**src/rtl/fetch_pkg.sv**
```systemverilog
// ============================================================================
// Module      : fetch_pkg
// Description : Shared types and constants for the PC fetch unit.
// Revision    : 1.0 - initial release
// ============================================================================
`default_nettype none

package fetch_pkg;

    typedef enum logic [1:0] {
        IDLE  = 2'd0,
        FETCH = 2'd1,
        HOLD  = 2'd2,
        HALT  = 2'd3
    } fetch_state_t;

    localparam logic [31:0] HALT_INSTR       = 32'h0000_0000;
    localparam logic [7:0]  DEFAULT_RESET_PC = 8'h00;
    localparam int          PC_STEP          = 4;

endpackage

`default_nettype wire

```
**src/rtl/fetch_wait_timer.sv**
```systemverilog
// ============================================================================
// Module      : fetch_wait_timer
// Description : 8-bit wait counter; expired flags the cycle it would hit MAX_WAIT.
// Revision    : 1.0 - initial release
// ============================================================================
`default_nettype none

module fetch_wait_timer #(
    parameter int MAX_WAIT = 15
) (
    input  logic clk,
    input  logic reset,
    input  logic clear,
    input  logic enable,
    output logic expired
);

    localparam logic [7:0] c_LAST = 8'(MAX_WAIT - 1);

    logic [7:0] r_count;

    always_ff @(posedge clk or posedge reset) begin
        if (reset) begin
            r_count <= 8'd0;
        end else if (clear) begin
            r_count <= 8'd0;
        end else if (enable) begin
            r_count <= r_count + 8'd1;
        end
    end

    // Combinational so the FSM can leave FETCH on the very cycle the count reaches MAX_WAIT.
    assign expired = enable && (r_count == c_LAST);

endmodule

`default_nettype wire

```
**src/rtl/pc_fetch_unit.sv**
```systemverilog
// ============================================================================
// Module      : pc_fetch_unit
// Description : Program counter owner and instruction-memory fetch handshake.
// Revision    : 1.0 - initial release
// ============================================================================
`default_nettype none

module pc_fetch_unit
    import fetch_pkg::*;
#(
    parameter int                ADDR_W   = 8,
    parameter int                INSTR_W  = 32,
    parameter logic [ADDR_W-1:0] RESET_PC = ADDR_W'(DEFAULT_RESET_PC),
    parameter int                MAX_WAIT = 15
) (
    input  logic               clk,
    input  logic               reset,
    output logic [ADDR_W-1:0]  pc,
    input  logic [ADDR_W-1:0]  next_pc,
    output logic               imem_req,
    output logic [ADDR_W-1:0]  imem_addr,
    input  logic               imem_valid,
    input  logic [INSTR_W-1:0] imem_rdata,
    output logic [INSTR_W-1:0] instr,
    output logic               instr_valid,
    input  logic               instr_ready,
    output logic               halted,
    output logic               timeout_err,
    output logic               misalign_err,
    output logic [15:0]        retired_count
);

    localparam int c_ALIGN_BITS = $clog2(PC_STEP);

    fetch_state_t       r_state;
    fetch_state_t       w_next_state;
    logic [ADDR_W-1:0]  r_pc;
    logic [INSTR_W-1:0] r_instr;
    logic               r_instr_valid;
    logic               r_timeout_err;
    logic               r_misalign_err;
    logic [15:0]        r_retired;

    logic w_fetch;
    logic w_hold;
    logic w_is_halt;
    logic w_load;
    logic w_expired;
    logic w_timeout;
    logic w_accept;
    logic w_misalign;

    assign w_fetch    = (r_state == FETCH);
    assign w_hold     = (r_state == HOLD);
    assign w_is_halt  = (imem_rdata == INSTR_W'(HALT_INSTR));
    assign w_load     = w_fetch && imem_valid && !w_is_halt;
    assign w_timeout  = w_fetch && !imem_valid && w_expired;
    assign w_accept   = w_hold && instr_ready;
    assign w_misalign = |next_pc[c_ALIGN_BITS-1:0];

    fetch_wait_timer #(
        .MAX_WAIT (MAX_WAIT)
    ) u_wait_timer (
        .clk     (clk),
        .reset   (reset),
        .clear   (w_fetch && imem_valid),
        .enable  (w_fetch && !imem_valid),
        .expired (w_expired)
    );

    always_ff @(posedge clk or posedge reset) begin
        if (reset) begin
            r_state <= IDLE;
        end else begin
            r_state <= w_next_state;
        end
    end

    always_comb begin
        w_next_state = r_state;
        case (r_state)
            IDLE:  w_next_state = FETCH;
            FETCH: begin
                if (imem_valid) begin
                    w_next_state = w_is_halt ? HALT : HOLD;
                end else if (w_expired) begin
                    w_next_state = HALT;
                end
            end
            HOLD: begin
                if (instr_ready) begin
                    w_next_state = w_misalign ? HALT : FETCH;
                end
            end
            HALT:    w_next_state = HALT;
            default: w_next_state = HALT;
        endcase
    end

    always_ff @(posedge clk or posedge reset) begin
        if (reset) begin
            r_pc           <= RESET_PC;
            r_instr        <= '0;
            r_instr_valid  <= 1'b0;
            r_timeout_err  <= 1'b0;
            r_misalign_err <= 1'b0;
            r_retired      <= 16'd0;
        end else begin
            if (w_load) begin
                r_instr       <= imem_rdata;
                r_instr_valid <= 1'b1;
            end
            if (w_timeout) begin
                r_timeout_err <= 1'b1;
            end
            // A misaligned target still retires the current instruction but never reaches pc.
            if (w_accept) begin
                r_instr_valid <= 1'b0;
                if (r_retired != 16'hFFFF) begin
                    r_retired <= r_retired + 16'd1;
                end
                if (w_misalign) begin
                    r_misalign_err <= 1'b1;
                end else begin
                    r_pc <= next_pc;
                end
            end
        end
    end

    assign pc            = r_pc;
    assign imem_addr     = r_pc;
    assign imem_req      = w_fetch;
    assign instr         = r_instr;
    assign instr_valid   = r_instr_valid;
    assign halted        = (r_state == HALT);
    assign timeout_err   = r_timeout_err;
    assign misalign_err  = r_misalign_err;
    assign retired_count = r_retired;

endmodule

`default_nettype wire

```
**config.mk**
```make
export PLATFORM = sky130hd
export DESIGN_NAME = pc_fetch_unit
export DESIGN_NICKNAME = d
export VERILOG_FILES = /design/src/rtl/fetch_pkg.sv /design/src/rtl/fetch_wait_timer.sv /design/src/rtl/pc_fetch_unit.sv
export SDC_FILE = /design/constraint.sdc
export NUM_CORES = 1
export LEC_CHECK = 0
export ABC_AREA = 1
export BUFFER_PORTS_ARGS = -buffer_cell sky130_fd_sc_hd__buf_4
export CAP_MARGIN = 30
export CORE_MARGIN = 2
export CORE_UTILIZATION = 31
export CTS_BUF_LIST = sky130_fd_sc_hd__clkbuf_4
export DETAILED_ROUTE_END_ITERATION = 8
export PLACE_DENSITY = 0.61
export SETUP_SLACK_MARGIN = 0.2
export SLEW_MARGIN = 20
export SYNTH_ARGS = -nofsm -noshare
export SYNTH_HDL_FRONTEND = slang
export SYNTH_HIERARCHICAL = 1
export SYNTH_SLANG_ARGS = --single-unit
```
**constraint.sdc**
```tcl
create_clock -name clk -period 2.3 [get_ports clk]
set_clock_uncertainty 0.1 [all_clocks]
set_input_delay 0.345 -clock clk [delete_from_list [all_inputs] [get_ports clk]]
set_output_delay 0.345 -clock clk [all_outputs]
set_load 0.05 [all_outputs]
```
==> flow_summary.json <==
{
  "crit_family": "simple AND/OR/NAND/NOR gates",
  "cts_setup_buffers": 0,
  "drc": 0,
  "synth_area_mm2": 0.00344,
  "worst-r2r-cell-count": 8,
  "cts_hold_buf": 3,
  "dieArea_mm2": 0.0120,
  "p_leak_nw": 2.41,
  "cts_sinks": 69,
  "top_layer_used": "met4",
  "crit_type": "reg2reg",
  "nets": 590,
  "io_pins": 113,
  "synth_nets": 474,
  "yosysTopAreaCellShare_pct": 50.1,
  "synth.avg_cell_area_um2": 8.07,
  "endpoint_kind": "register",
  "slew_headroom_pct": 61.2,
  "yosys.area.top_type": "dfrtp_1",
  "layout.cells.non_filler": 688,
  "wire_per_inst_um": 12.8,
  "antenna_found_initial": 0,
  "die_h_um": 109,
  "grt_max_degree": 38,
  "clkPwrFrac_pct": 16.6,
  "swShare_pct": 48.1,
  "clk_path_buf_depth": 2,
  "cp_slowest_cell": "dfrtp_1",
  "finalMaxSlewViolations": 0,
  "p_comb_share_pct": 48.3,
  "die-width_um": 109,
  "synth_area_leaders": "dfrtp_1 (50%), nand2_1 (18%), nand3_1 (6.1%)",
  "placed_area_mm2": 0.00440,
  "postCtsResizedCells": 0,
  "initial_core_util_pct": 31.8,
  "clkLatencyLatePin_ns": 0.41,
  "dp_hpwl_um": 6660,
  "rsz0062_at_grt": "no",
  "rrSetupSlack_ns": 0.51,
  "crit_end": "r_state[1]",
  "wl_met1_um": 3940,
  "powerDensity_mw_per_mm2": 1170,
  "io_buffers": 112,
  "routabilityCongestion": 0.912,
  "grt_pass1_vias": 3056,
  "numCtsBuffers": 9,
  "setup-violations-final": 0,
  "firstDrtPassIters": 6,
  "antennaDiodeCount": 0,
  "ys_types": 34,
  "p_int_w": 0.00279,
  "track_usage_pct": 15.3,
  "cp.depth": 8,
  "met3_length_um": 599,
  "wl_met2_um": 4080,
  "ys_warn_count": 6,
  "crit_buf_inv": 2,
  "first_iter_violations": 184,
  "ctsHtreeMaxLevel": 3,
  "cp_max_fo": 6,
  "p_sw_w": 0.00259,
  "clk_pin_slew_ns": 0.12,
  "path_cells": "inv_2 > nand2_1 > nor2_1 > buf_4 > nand3_1 > nor4_1 > nor3_1 > o22ai_1",
  "async_flop_share_pct": 100,
  "crit_start": "r_state[1]",
  "worst_pin_slew_ns": 0.581,
  "drv_cap": 0,
  "syn_inst": 427,
  "grt_pass1_wl_um": 14400,
  "tritoncts": "built",
  "hold_viol": 0,
  "fmax_ghz": 0.558,
  "ant_nets": 0,
  "r2r-start": "r_state[1]",
  "place_inst": 668,
  "setup_tns_ns": 0,
  "area_delta_synth_final_pct": 33.5,
  "ys_ff_latch": 69,
  "vias": 3122,
  "wirelength_um": 8780,
  "worstPathRequired_ns": 2.53,
  "rows": 38,
  "core_mm2": 0.0108,
  "reg2reg_to": "r_state[1]",
  "synth_edf_count": 0,
  "cts_root_buf": "clkbuf_4",
  "seq_area_frac_synth_pct": 50.1,
  "fin_crit_sh_pct": 77.9,
  "hp-class": "in2reg",
  "vias_per_cell": 4.54,
  "critical-path-max-stage-delay_ns": 0.42,
  "final_layout_size_suffix_gt1_share_pct": 29.7,
  "min_period_ns": 1.79,
  "ys.flop_type": "dfrtp_1",
  "status": "completed",
  "seq_power_share_pct": 35.1,
  "critical_path_arrival_ns": 2.02,
  "gr-total-overflow": 0,
  "ir_worst_vdd_mv": 0.527,
  "worst_setup_path_start_kind": "register",
  "finish.instance_area_mm2": 0.00460
}
-- synthesized netlist by cell type, drive strengths merged, types with 4 or more instances --
| cell | number |
|---|---|
| nand2 | 165 |
| dfrtp | 69 |
| nor2 | 49 |
| nand3 | 45 |
| inv | 32 |
| buf | 16 |
| o21ai | 9 |
| xnor2 | 9 |
| a21oi | 6 |
| nand4 | 5 |
| nor3 | 4 |
| xor2 | 4 |
-- cells by family after synthesis --
| group | synth area share [%] |
|---|---|
| AOI/OAI and AO/OA | 3.16 |
| xor gates and xnor gates | 3.31 |
| adders and majority gates | 1.09 |
| buffers and inverters | 7.74 |
| DFF | 50.1 |
| and+or+nand+nor | 34.6 |
-- layout make-up --
class                   instances  area (µm²)
repair buffers                124         953
clock buffers                  10        75.1
well taps                     140         175
inverters                      34         130
multi-input cells             305        1450
clock inverters                 6        87.6
flip-flops and latches         69        1730
fillers                      1103        6240
-- per-stage QoR --
stage,setup WS (ns),hold slack [ns],util (%),power (W)
final,0.508,0.0260,42.4,0.00537
after global routing,0.334,0.00192,42.4,0.00570
after CTS,0.516,0.000243,42.3,0.00544
after detailed placement,0.561,0.237,40.6,0.00452
after global placement,0.595,0.241,40.6,0.00449
after floorplan,0.337,0.0607,-,0.00367
-- power by group through the flow --
stage | logic [W] | registers (W) | clock network, W
floorplan | 0.000544 | 0.00312 | 0
global placement | 0.00259 | 0.00190 | 0
detailed placement | 0.00262 | 0.00190 | 0
CTS | 0.00262 | 0.00189 | 0.000938
global route | 0.00276 | 0.00194 | 0.000996
finish | 0.00259 | 0.00188 | 0.000894
-- worst register-to-register path: cells and delay by family (launching register included) --
| family | cells | cell delay, ns |
|---|---|---|
| AOI/OAI and AO/OA | 1 | 0.16 |
| buffers and inverters | 2 | 0.23 |
| DFF | 1 | 0.42 |
| and+or+nand+nor | 5 | 0.81 |
-- sequential cells by signal (all words and copies together) (netlist names) --
register and count:
instr 32, retired_count 16, imem_addr 8, u_wait_timer/r_count 8, r_state 2, instr_valid 1
misalign_err 1, timeout_err 1
-- how the worst min path moves through the flow --
stage                                          to  depth (start not counted)       start
after floorplan           u_wait_timer/r_count[0]                          1       reset
after global routing                 imem_addr[5]                          3  next_pc[5]
after detailed placement  u_wait_timer/r_count[2]                          2       reset
final                                imem_addr[5]                          3  next_pc[5]
after CTS                            imem_addr[5]                          3  next_pc[5]
after global placement    u_wait_timer/r_count[2]                          2       reset
-- cell usage in the layout, fill, tap and decap left out, types with 5 or more instances in the layout --
| cell | instances |
|---|---|
| nand2_1 | 161 |
| buf_4 | 119 |
| dfrtp_1 | 69 |
| nand3_1 | 42 |
| nor2_1 | 38 |
| inv_1 | 26 |
| clkbuf_4 | 10 |
| xnor2_1 | 9 |
| nor2_4 | 7 |
| a21oi_1 | 6 |
| inv_2 | 5 |
| o21ai_0 | 5 |
| nand4_1 | 5 |
-- layer usage --
metal / GRT usage [%] / vias to the layer above
met2: 24.9 / 95
met3: 3.56 / 13
met4: 6.33 / 0
li1: - / 1564
met5: 0 / -
met1: 19.5 / 1450
Power figures use the tool's default switching activity.
